`src/rtl/decimating_averager.sv`:
```
// Block averager: sums 2^log2_ratio accepted samples and emits their mean under valid/ready.
// Define DECIM_ROUND_EN for round-half-up with saturation; otherwise the mean is truncated.
module decimating_averager #(
    parameter int word_size  = 8,
    parameter int log2_ratio = 1
) (
    input  logic                  clock,
    input  logic                  reset,
    input  logic [word_size-1:0]  Data_in,
    input  logic                  in_valid,
    output logic                  in_ready,
    output logic [word_size-1:0]  Data_out,
    output logic                  out_valid,
    input  logic                  out_ready,
    output logic [log2_ratio-1:0] block_count
);

    localparam int AW = word_size + log2_ratio;
    localparam logic [log2_ratio-1:0] LAST_COUNT = '1;

    logic [AW-1:0]         acc_q, acc_d;
    logic [log2_ratio-1:0] count_q, count_d;
    logic [word_size-1:0]  data_out_q, data_out_d;
    logic                  out_valid_q, out_valid_d;

    logic                  block_last;
    logic                  accept;
    logic [AW-1:0]         sum;
    logic [word_size-1:0]  result;

    assign block_last = (count_q == LAST_COUNT);
    // Only the block-completing sample needs a free output slot.
    assign in_ready   = !(out_valid_q && !out_ready && block_last);
    assign accept     = in_valid && in_ready;
    assign sum        = acc_q + AW'(Data_in);

`ifdef DECIM_ROUND_EN
    localparam logic [AW:0] HALF_LSB = (AW + 1)'(1) << (log2_ratio - 1);
    logic [AW:0]        sum_rounded;
    logic [word_size:0] quotient;

    assign sum_rounded = {1'b0, sum} + HALF_LSB;
    assign quotient    = sum_rounded[AW:log2_ratio];
    assign result      = quotient[word_size] ? '1 : quotient[word_size-1:0];
`else
    assign result = sum[AW-1:log2_ratio];
`endif

    always_comb begin
        acc_d       = acc_q;
        count_d     = count_q;
        data_out_d  = data_out_q;
        out_valid_d = out_valid_q;

        if (out_valid_q && out_ready) begin
            out_valid_d = 1'b0;
            data_out_d  = '0;
        end

        // A completing sample overrides the consume above, so a same-cycle
        // handoff keeps out_valid high with the fresh result.
        if (accept) begin
            if (block_last) begin
                acc_d       = '0;
                count_d     = '0;
                data_out_d  = result;
                out_valid_d = 1'b1;
            end else begin
                acc_d   = sum;
                count_d = count_q + log2_ratio'(1);
            end
        end
    end

    always_ff @(posedge clock) begin
        if (reset) begin
            acc_q       <= '0;
            count_q     <= '0;
            data_out_q  <= '0;
            out_valid_q <= 1'b0;
        end else begin
            acc_q       <= acc_d;
            count_q     <= count_d;
            data_out_q  <= data_out_d;
            out_valid_q <= out_valid_d;
        end
    end

    assign Data_out    = data_out_q;
    assign out_valid   = out_valid_q;
    assign block_count = count_q;

endmodule
```
`config.mk`:
```
export PLATFORM = sky130hd
export DESIGN_NAME = decimating_averager
export DESIGN_NICKNAME = d
export VERILOG_FILES = /design/src/rtl/decimating_averager.sv
export SDC_FILE = /design/constraint.sdc
export NUM_CORES = 1
export LEC_CHECK = 0
export ABC_AREA = 1
export BUFFER_PORTS_ARGS = -buffer_cell sky130_fd_sc_hd__clkbuf_2
export CAP_MARGIN = 20
export CORE_MARGIN = 10
export CORE_UTILIZATION = 50
export DETAILED_ROUTE_END_ITERATION = 10
export PLACE_DENSITY = 0.72
export SETUP_SLACK_MARGIN = 0.02
export SYNTH_ARGS = -nofsm -noshare
export SYNTH_HDL_FRONTEND = slang
export SYNTH_SLANG_ARGS = --single-unit
export TNS_END_PERCENT = 5
```
`constraint.sdc`:
```
create_clock -name clock -period 3.4 [get_ports clock]
set_input_delay 0.68 -clock clock [delete_from_list [all_inputs] [get_ports clock]]
set_output_delay 0.68 -clock clock [all_outputs]
set_load 0.02 [all_outputs]
```
[Yosys cells after proc, flatten, opt, wreduce, memory -nomap -nowiden]
Index checks and enable logic that the tools add are counted.
Operators by class
  $add $sub $neg: 2
  muxes and demuxes: 8
  reductions and logical operators: 6
Operators with widths (count)
  2-to-1 mux 8 bit: 3
  adder 9 x 8 -> 9 bit: 1
  2-to-1 mux 9 bit: 1
  logical AND 1 bit: 4
  2-to-1 mux 1 bit: 4
  logical NOT 1 bit: 2
  adder 1 bit (second input constant): 1
Storage, ports and cells
  register bits: 19
  bits of input ports: 12
  output and inout port bits: 11
  logic and storage cells: 20

[Logic depth before layout (Yosys ltp)]
Gate-level depths: netlist of the first run.
  depth in word-level cells: 6
  gate-level depth with buffers: 11
  mapped depth without buffers: 11

[Worst setup path after synthesis of the first run]
OpenSTA, ideal clock, no wires.
  path type: input to register
  from: in Data_in[0]
  to: reg acc_q[8]
  setup time: 0.132 ns
  arrival time: 1.746 ns
  data required time: 3.268 ns
  setup slack: 1.522 ns
  stages: 8
  buffers on the path: 0
  cell sequence: ha_1 > fa_1 > nand2_1 > nand2_1 > nand3_1 > nand3_1 > nand3_1 > a21oi_1
On the way
  word-level cells in the longest chain between the ends: 2
RTL lines
  start: declaration: RTL line 9  | input logic [word_size-1:0] Data_in,
  adder 9 x 8 -> 9 bit: RTL line 35  | assign sum = acc_q + AW'(Data_in);
  2-to-1 mux 9 bit: RTL line 63  | if (block_last) begin
  end signal: assignment: RTL line 77  | acc_q <= '0;
  end signal: assignment: RTL line 82  | acc_q <= acc_d;
  end: declaration: RTL line 21  | logic [AW-1:0] acc_q, acc_d;
Every way passes these cells.
A chain may end at the register's enable or synchronous reset.

[Worst setup path after layout of the first run]
  from: in out_ready
  to: out in_ready
On the way
  word-level cells in the longest chain between the ends: 4
RTL lines
  start: declaration: RTL line 14  | input logic out_ready,
  logical NOT 1 bit: RTL line 33  | assign in_ready = !(out_valid_q && !out_ready && block_last);
  logical AND 1 bit (2 in a row): RTL line 33
  logical NOT 1 bit: RTL line 33
  end: declaration: RTL line 11  | output logic in_ready,
Every way passes these cells.

==> results.txt, run 1 <==
hold buffer count at CTS -> 0
Synth Instances -> 158
Critical Path Sink Type -> primary output
R2R depth -> 9
Yosys reg bits -> 19
Max-Cap Viols -> 0
FF-to-FF End -> acc_q[8]
status -> complete, no violations
Port Buffers -> 22
worst-margin pin slew -> 0.4030 ns
CP required -> 2.72 ns
layout cells sized above 1 -> 0.2022
Final Hold Fails -> 0
Die Area -> 4511 µm²
main flop type after synthesis -> dfxtp_1
Hold Path Stages -> 2
Worst EP arrival -> 1.15 ns
clock root buffer -> clkbuf_4
critical path's largest stage delay -> 0.17 ns
Critical Path Slowest Stage Cell -> clkbuf_2
gr ovfl total -> 0
Post-Layout Cell Count -> 211
Starting DRT DRC Count -> 41
routed vias -> 1,052
FFs w/ async S/R, synth -> 0
YS warnings -> 0
I/O pins -> 23
Slew HR -> 0.7310
r2r startpoint -> acc_q[0]
DRT antenna net count -> 0
Post-synth top cells -> 55 x nand2_1, 20 x nand3_1, 19 x dfxtp_1
min-delay src -> Data_out[3]
largest net degree at the start of global routing -> 13
Core Area -> 2170 µm²
critical-path cell list -> clkbuf_2 -> inv_1 -> nand2_2 -> inv_2 -> nand2_2 -> clkbuf_2
fillcell total -> 223
delay-heaviest family, CP -> buffers and inverters
Die Y -> 67.17 µm
Yosys cell types -> 22
hold slack -> 0.4536 ns
Num CTS Buffers -> 3
CP Class -> input pin to primary output
DRC -> 0
post-synthesis sequential area ratio -> 0.3420
Post-synth EDFFs -> 0
WHS Endpoint -> Data_out[3]
clk_skew -> 0.0008575 ns
vias in the first global route -> 1,001
global-route wire length before repair -> 4202 µm
fin util -> 0.5900
area added between synthesis and finish -> 15.07%
most frequent cell after synthesis -> nand2_1
RSZ-0062 raised after global routing -> false
Via density -> 4.986
crit path launch type -> input pin
synthesized net count -> 179
# Post-CTS Setup Buffers -> 0
CTS tree -> done
final wirelength -> 2391 µm
htree depth -> 1
# resized after CTS -> 0
post-DR wirelength/cell -> 11.33 µm
cell total after placement -> 207
CP Buf/Inv Count -> 4
Synth area leader -> dfxtp_1
DR pass1 iterations -> 4
final net count -> 205
worst min path class -> register to register
die width -> 67.17 µm
Max FO, Critical Path -> 2
gr usage total -> 0.1156
CTS Buffer Depth -> 2
Syn Area/Cell -> 7.040 µm²
GP Congestion -> 0.8468
total power -> 494.6 µW
initial core utilization -> 0.5127
Yosys top cell area share -> 0.3420
clk slew on worst S/H paths -> 0.11 ns
mapped cell area -> 1112 µm²
leakage power -> 0.0007059 µW
FP Rows -> 17
initial antenna violation count -> 0
ranking of synthesized cells by area -> dfxtp_1 34%, nand2_1 19%, ha_1 9.0%, nand3_1 9.0%, inv_1 6.1%
ANT cells -> 0
Final Setup Violations -> 0
Slew Viols, Final -> 0
clk_lat worst skew -> 0.29 ns
Tmin final -> 1.829 ns
clock sink count -> 19
DP HPWL -> 1926 µm
PD cells -> 386.4 nW/µm²
Peak VDD IR -> 0.0002862 V
R2R Setup Slk -> 1.77 ns
maximum clock frequency -> 546.7 MHz
crit share post-route -> 0.5380
total negative slack -> 0 ns
## cell type report
type,instances,area (µm²),share of cell area
Timing Repair Buffer,22,110.1,0.08602
Sequential cell,19,380.4,0.2972
Clock buffer,4,26.28,0.02053
Tap cell,28,35.03,0.02737
Inverter,20,77.57,0.06061
Multi-Input combinational cell,118,650.6,0.5083
## worst register-to-register path: stages (launching register included)
cell and delay [ns]:
dfxtp_1 0.33, ha_1 0.20, fa_1 0.40, nand2_1 0.08, nand2_1 0.09, nand3_1 0.12, nand2_1 0.06, nand2_1 0.08
nand3_1 0.07, a21oi_1 0.14
## cells in the final DEF (no fill, tap or decap)
| cell type | netlist | routed |
|---|---|---|
| nand2_1 | 55 | 55 |
| o21ai_0 | 1 | 1 |
| xor2_1 | 1 | 1 |
| clkbuf_1 | 1 | 1 |
| inv_2 | 1 | 1 |
| nand2_2 | 2 | 2 |
| or2_2 | 2 | 2 |
| ha_1 | 8 | 8 |
| nor2_4 | 1 | 1 |
| nand3b_1 | 2 | 2 |
| nor2_1 | 5 | 5 |
| dfxtp_1 | 19 | 19 |
| nand2_4 | 3 | 3 |
| fa_1 | 1 | 1 |
| nor2_8 | 1 | 1 |
| a21oi_1 | 12 | 12 |
| nor2_2 | 1 | 1 |
| nand3_1 | 20 | 20 |
| inv_1 | 18 | 18 |
| a21o_1 | 2 | 2 |
| clkbuf_4 | 0 | 3 |
| clkbuf_2 | 0 | 22 |
| o21ai_1 | 1 | 1 |
| inv_4 | 1 | 1 |
## flip-flops by register name, summed over array words and instances (netlist names)
register	flops
Data_out	8
acc_q	9
out_valid	1
block_count	1
## per-stage QoR
step / setup WS (ns) / instance area (µm²)
floorplan: 1.522 / 1112
global placement: 1.362 / 1254
detailed placement: 1.315 / 1254
CTS: 1.567 / 1280
global route: 1.505 / 1280
finish: 1.571 / 1280
## kinds of logic (layout without fill, tap and decap cells)
logic type / after synthesis / in the layout / synth area share
AO/OA/AOI/OAI: 16 / 16 / 0.07648
XOR/XNOR: 1 / 1 / 0.007875
adder cells (fa/ha/maj): 9 / 9 / 0.1080
buffers and inverters: 21 / 46 / 0.07311
flip-flops: 19 / 19 / 0.3420
AND/OR/NAND/NOR: 92 / 92 / 0.3926
## per-layer routing
| layer | GRT usage | up-vias | share of wire |
|---|---|---|---|
| li1 | - | 558 | - |
| met1 | 0.1324 | 467 | 0.46 |
| met2 | 0.1991 | 21 | 0.48 |
| met3 | 0.02479 | 6 | 0.038 |
| met4 | 0.05641 | 0 | 0.018 |
| met5 | 0 | - | 0 |
## how the worst max path moves through the flow
stage                     startpoint        to  cells past startpoint
after floorplan           Data_in[0]  acc_q[8]                      8
after global placement    Data_in[0]  acc_q[8]                     10
after CTS                  out_ready  in_ready                      6
final                      out_ready  in_ready                      6
after detailed placement  Data_in[0]  acc_q[8]                     10
after global routing      Data_in[0]  acc_q[8]                     10
## power breakdown
group | internal [µW] | switching, µW | leakage (µW) | total [µW]
clock network | 45.7 | 68.8 | 0.0000150 | 114
logic | 50.2 | 82.3 | 0.000536 | 132
registers | 238 | 9.79 | 0.000155 | 248
total | 334 | 161 | 0.000706 | 495
Note: power is estimated with default switching activity, not from simulation.
==> inputs of run 2 (changes only) <==
Settings changed: CORE_UTILIZATION 50 to 48.
Clock period 3.4 ns to 1.5 ns, I/O delays scaled along.
==> run 2 against run 1 <==
Against the previous run:
- the run now ends with setup timing left
- via count is 0.95% higher
- total power is 130% higher
- cell count is 1.4% higher
- setup slack worse by 1.6 ns
- non-clock buffer count is 3 higher
- critical path depth is 3 higher
- core utilization is 1.2 points higher
- first-iteration DRC count is 7.3% lower
- cell area is 4.0% higher
- routed wire length is 11% higher
==> results.txt, run 2 (synthesis results as in run 1) <==
R2R depth -> 9 (unchanged)
DP HPWL -> 2011 µm (+4.4%)
ANT cells -> 0 (unchanged)
Die Area -> 4643 µm² (+2.9%)
CP required -> 1.74 ns (-0.98 ns)
global-route wire length before repair -> 4222 µm (+0.48%)
Max FO, Critical Path -> 4 (+2)
initial antenna violation count -> 0 (unchanged)
CTS Buffer Depth -> 2 (unchanged)
initial core utilization -> 0.5028 (-0.009859)
Num CTS Buffers -> 3 (unchanged)
clk_skew -> 0.001080 ns (+0.0002220 ns)
Via density -> 4.963 (-0.46%)
Placed Instance Area -> 1271 µm² (+1.4%)
clock sink count -> 19 (unchanged)
r2r startpoint -> acc_q[0]
Final Hold Fails -> 0 (unchanged)
GP Congestion -> 0.8341 (-1.5%)
crit path launch type -> register
hold buffer count at CTS -> 0 (unchanged)
min-delay src -> in_valid
status -> finished with violations
Final Setup Violations -> 4 (+4)
R2R Setup Slk -> -0.06 ns (-1.83 ns)
routed vias -> 1,062 (+0.95%)
Die Y -> 68.14 µm (+1.5%)
total power -> 1160 µW (+130%)
Port Buffers -> 22 (unchanged)
commonest non-fill, non-tap cell in the layout -> nand2_1
CP Class -> register to register
layout cells sized above 1 -> 0.2473 (+0.04513)
Critical Path Sink Type -> register
area added between synthesis and finish -> 19.69%
final wirelength -> 2656 µm (+11%)
largest net degree at the start of global routing -> 13 (unchanged)
Core Area -> 2212 µm² (+2.0%)
Max-Cap Viols -> 0 (unchanged)
clock root buffer -> clkbuf_4
Slew Viols, Final -> 0 (unchanged)
critical path's largest stage delay -> 0.39 ns (+0.22 ns)
Peak VDD IR -> 0.0005486 V (+92%)
Tmin final -> 1.560 ns
gr ovfl total -> 0 (unchanged)
max reg flops -> 9 (unchanged)
clk_lat worst skew -> 0.30 ns (about the same)
post-DR wirelength/cell -> 12.41 µm (+9.5%)
htree depth -> 1 (unchanged)
critical-path cell list -> ha_4 -> fa_2 -> nand2_2 -> nand2_2 -> nand3b_1 -> nand2_1 -> nand2_1 -> nand3_1 -> a21oi_1
Hold Path Stages -> 3 (+1)
RSZ-0062 raised after global routing -> true
Setup WS post-layout -> -0.06004 ns (-1.631 ns)
I/O pins -> 23 (unchanged)
Post-Layout Cell Count -> 214 (+1.4%)
Worst EP arrival -> 1.80 ns (+0.65 ns)
Slew HR -> 0.7044 (-0.02658)
maximum clock frequency -> 641.0 MHz
DR pass1 iterations -> 5 (+1)
die width -> 68.14 µm (+1.5%)
CTS tree -> done
pre-CTS WS -> -0.1560 ns (-1.471 ns)
crit share post-route -> 1.040
PD cells -> 871.3 nW/µm² (+130%)
DRT antenna net count -> 0 (unchanged)
Critical Path Slowest Stage Cell -> fa_2
Starting DRT DRC Count -> 38 (-7.3%)
worst-margin pin slew -> 0.4429 ns (+0.03984 ns)
final instance area -> 1331 µm² (+4.0%)
DRC -> 0 (unchanged)
final net count -> 208 (+1.5%)
cell total after placement -> 209 (+0.97%)
vias in the first global route -> 1,044 (+4.3%)
Top reg by flops -> acc_q
most frequent cells in the layout -> 53 x nand2_1, 22 x clkbuf_2, 20 x nand3_1, 18 x dfxtp_1, 18 x inv_1
clk slew on worst S/H paths -> 0.11 ns (about the same)
failing checks -> setup timing
hold slack -> 0.2972 ns (-0.1564 ns)
gr usage total -> 0.1168 (+0.001257)
FP Rows -> 17 (unchanged)
leakage power -> 0.0007197 µW (+1.9%)
FF-to-FF End -> acc_q[6]
worst min path class -> input pin to register
WHS Endpoint -> block_count
## run 2: cell type report
class                      count  area, µm²
multi-input combinational    118      678.2
clock buffer                   4      26.28
fill                         229      880.8
inverter                      20      77.57
sequential                    19      381.6
tap                           28      35.03
timing repair buffer          25      132.6
## run 2: metrics by stage
step | TNS [ns] | util
floorplan | 0 | -
global placement | -0.4752 | 0.5747
detailed placement | -0.6615 | 0.5747
CTS | -0.07962 | 0.5877
global route | -0.7622 | 0.6018
finish | -0.1276 | 0.6018
## run 2: routing by layer
layer  vias to the layer above  routed length, µm  GRT usage
met2                        27               1347     0.2058
met4                         0                 37    0.06533
met1                       468               1110     0.1251
met5                         -                  0          0
li1                        563                  -          -
met3                         4                161    0.02773
## run 2: power by group
| group | switching [µW] | internal [µW] |
|---|---|---|
| clock | 165 | 104 |
| sequential | 23.7 | 540 |
| combinational | 199 | 128 |
| total | 388 | 772 |
## run 2: how the worst max path moves through the flow
stage / start / endpoint / slack (ns)
6_report: acc_q[0] / acc_q[6] / -0.06
5_1_grt: acc_q[0] / acc_q[6] / -0.16
4_1_cts: acc_q[0] / acc_q[8] / -0.04
3_5_place_dp: Data_in[0] / acc_q[8] / -0.16
3_3_place_gp: Data_in[0] / acc_q[8] / -0.11
2_1_floorplan: Data_in[0] / acc_q[8] / 0.05
## run 2: repair_timing
action | in CTS | in global routing
setup buffers | 0 | 1
gates resized for setup | 1 | 6
pin swaps | 1 | 4
setup endpoints to repair | 5 | 11
## run 2: worst max-delay path, delay by kind of cell, from the launching register on
family	cells	cell delay [ns]
adder cells (fa/ha/maj)	2	0.55
AND/OR/NAND/NOR	6	0.46
AO/OA/AOI/OAI	1	0.15
flip-flops	1	0.35
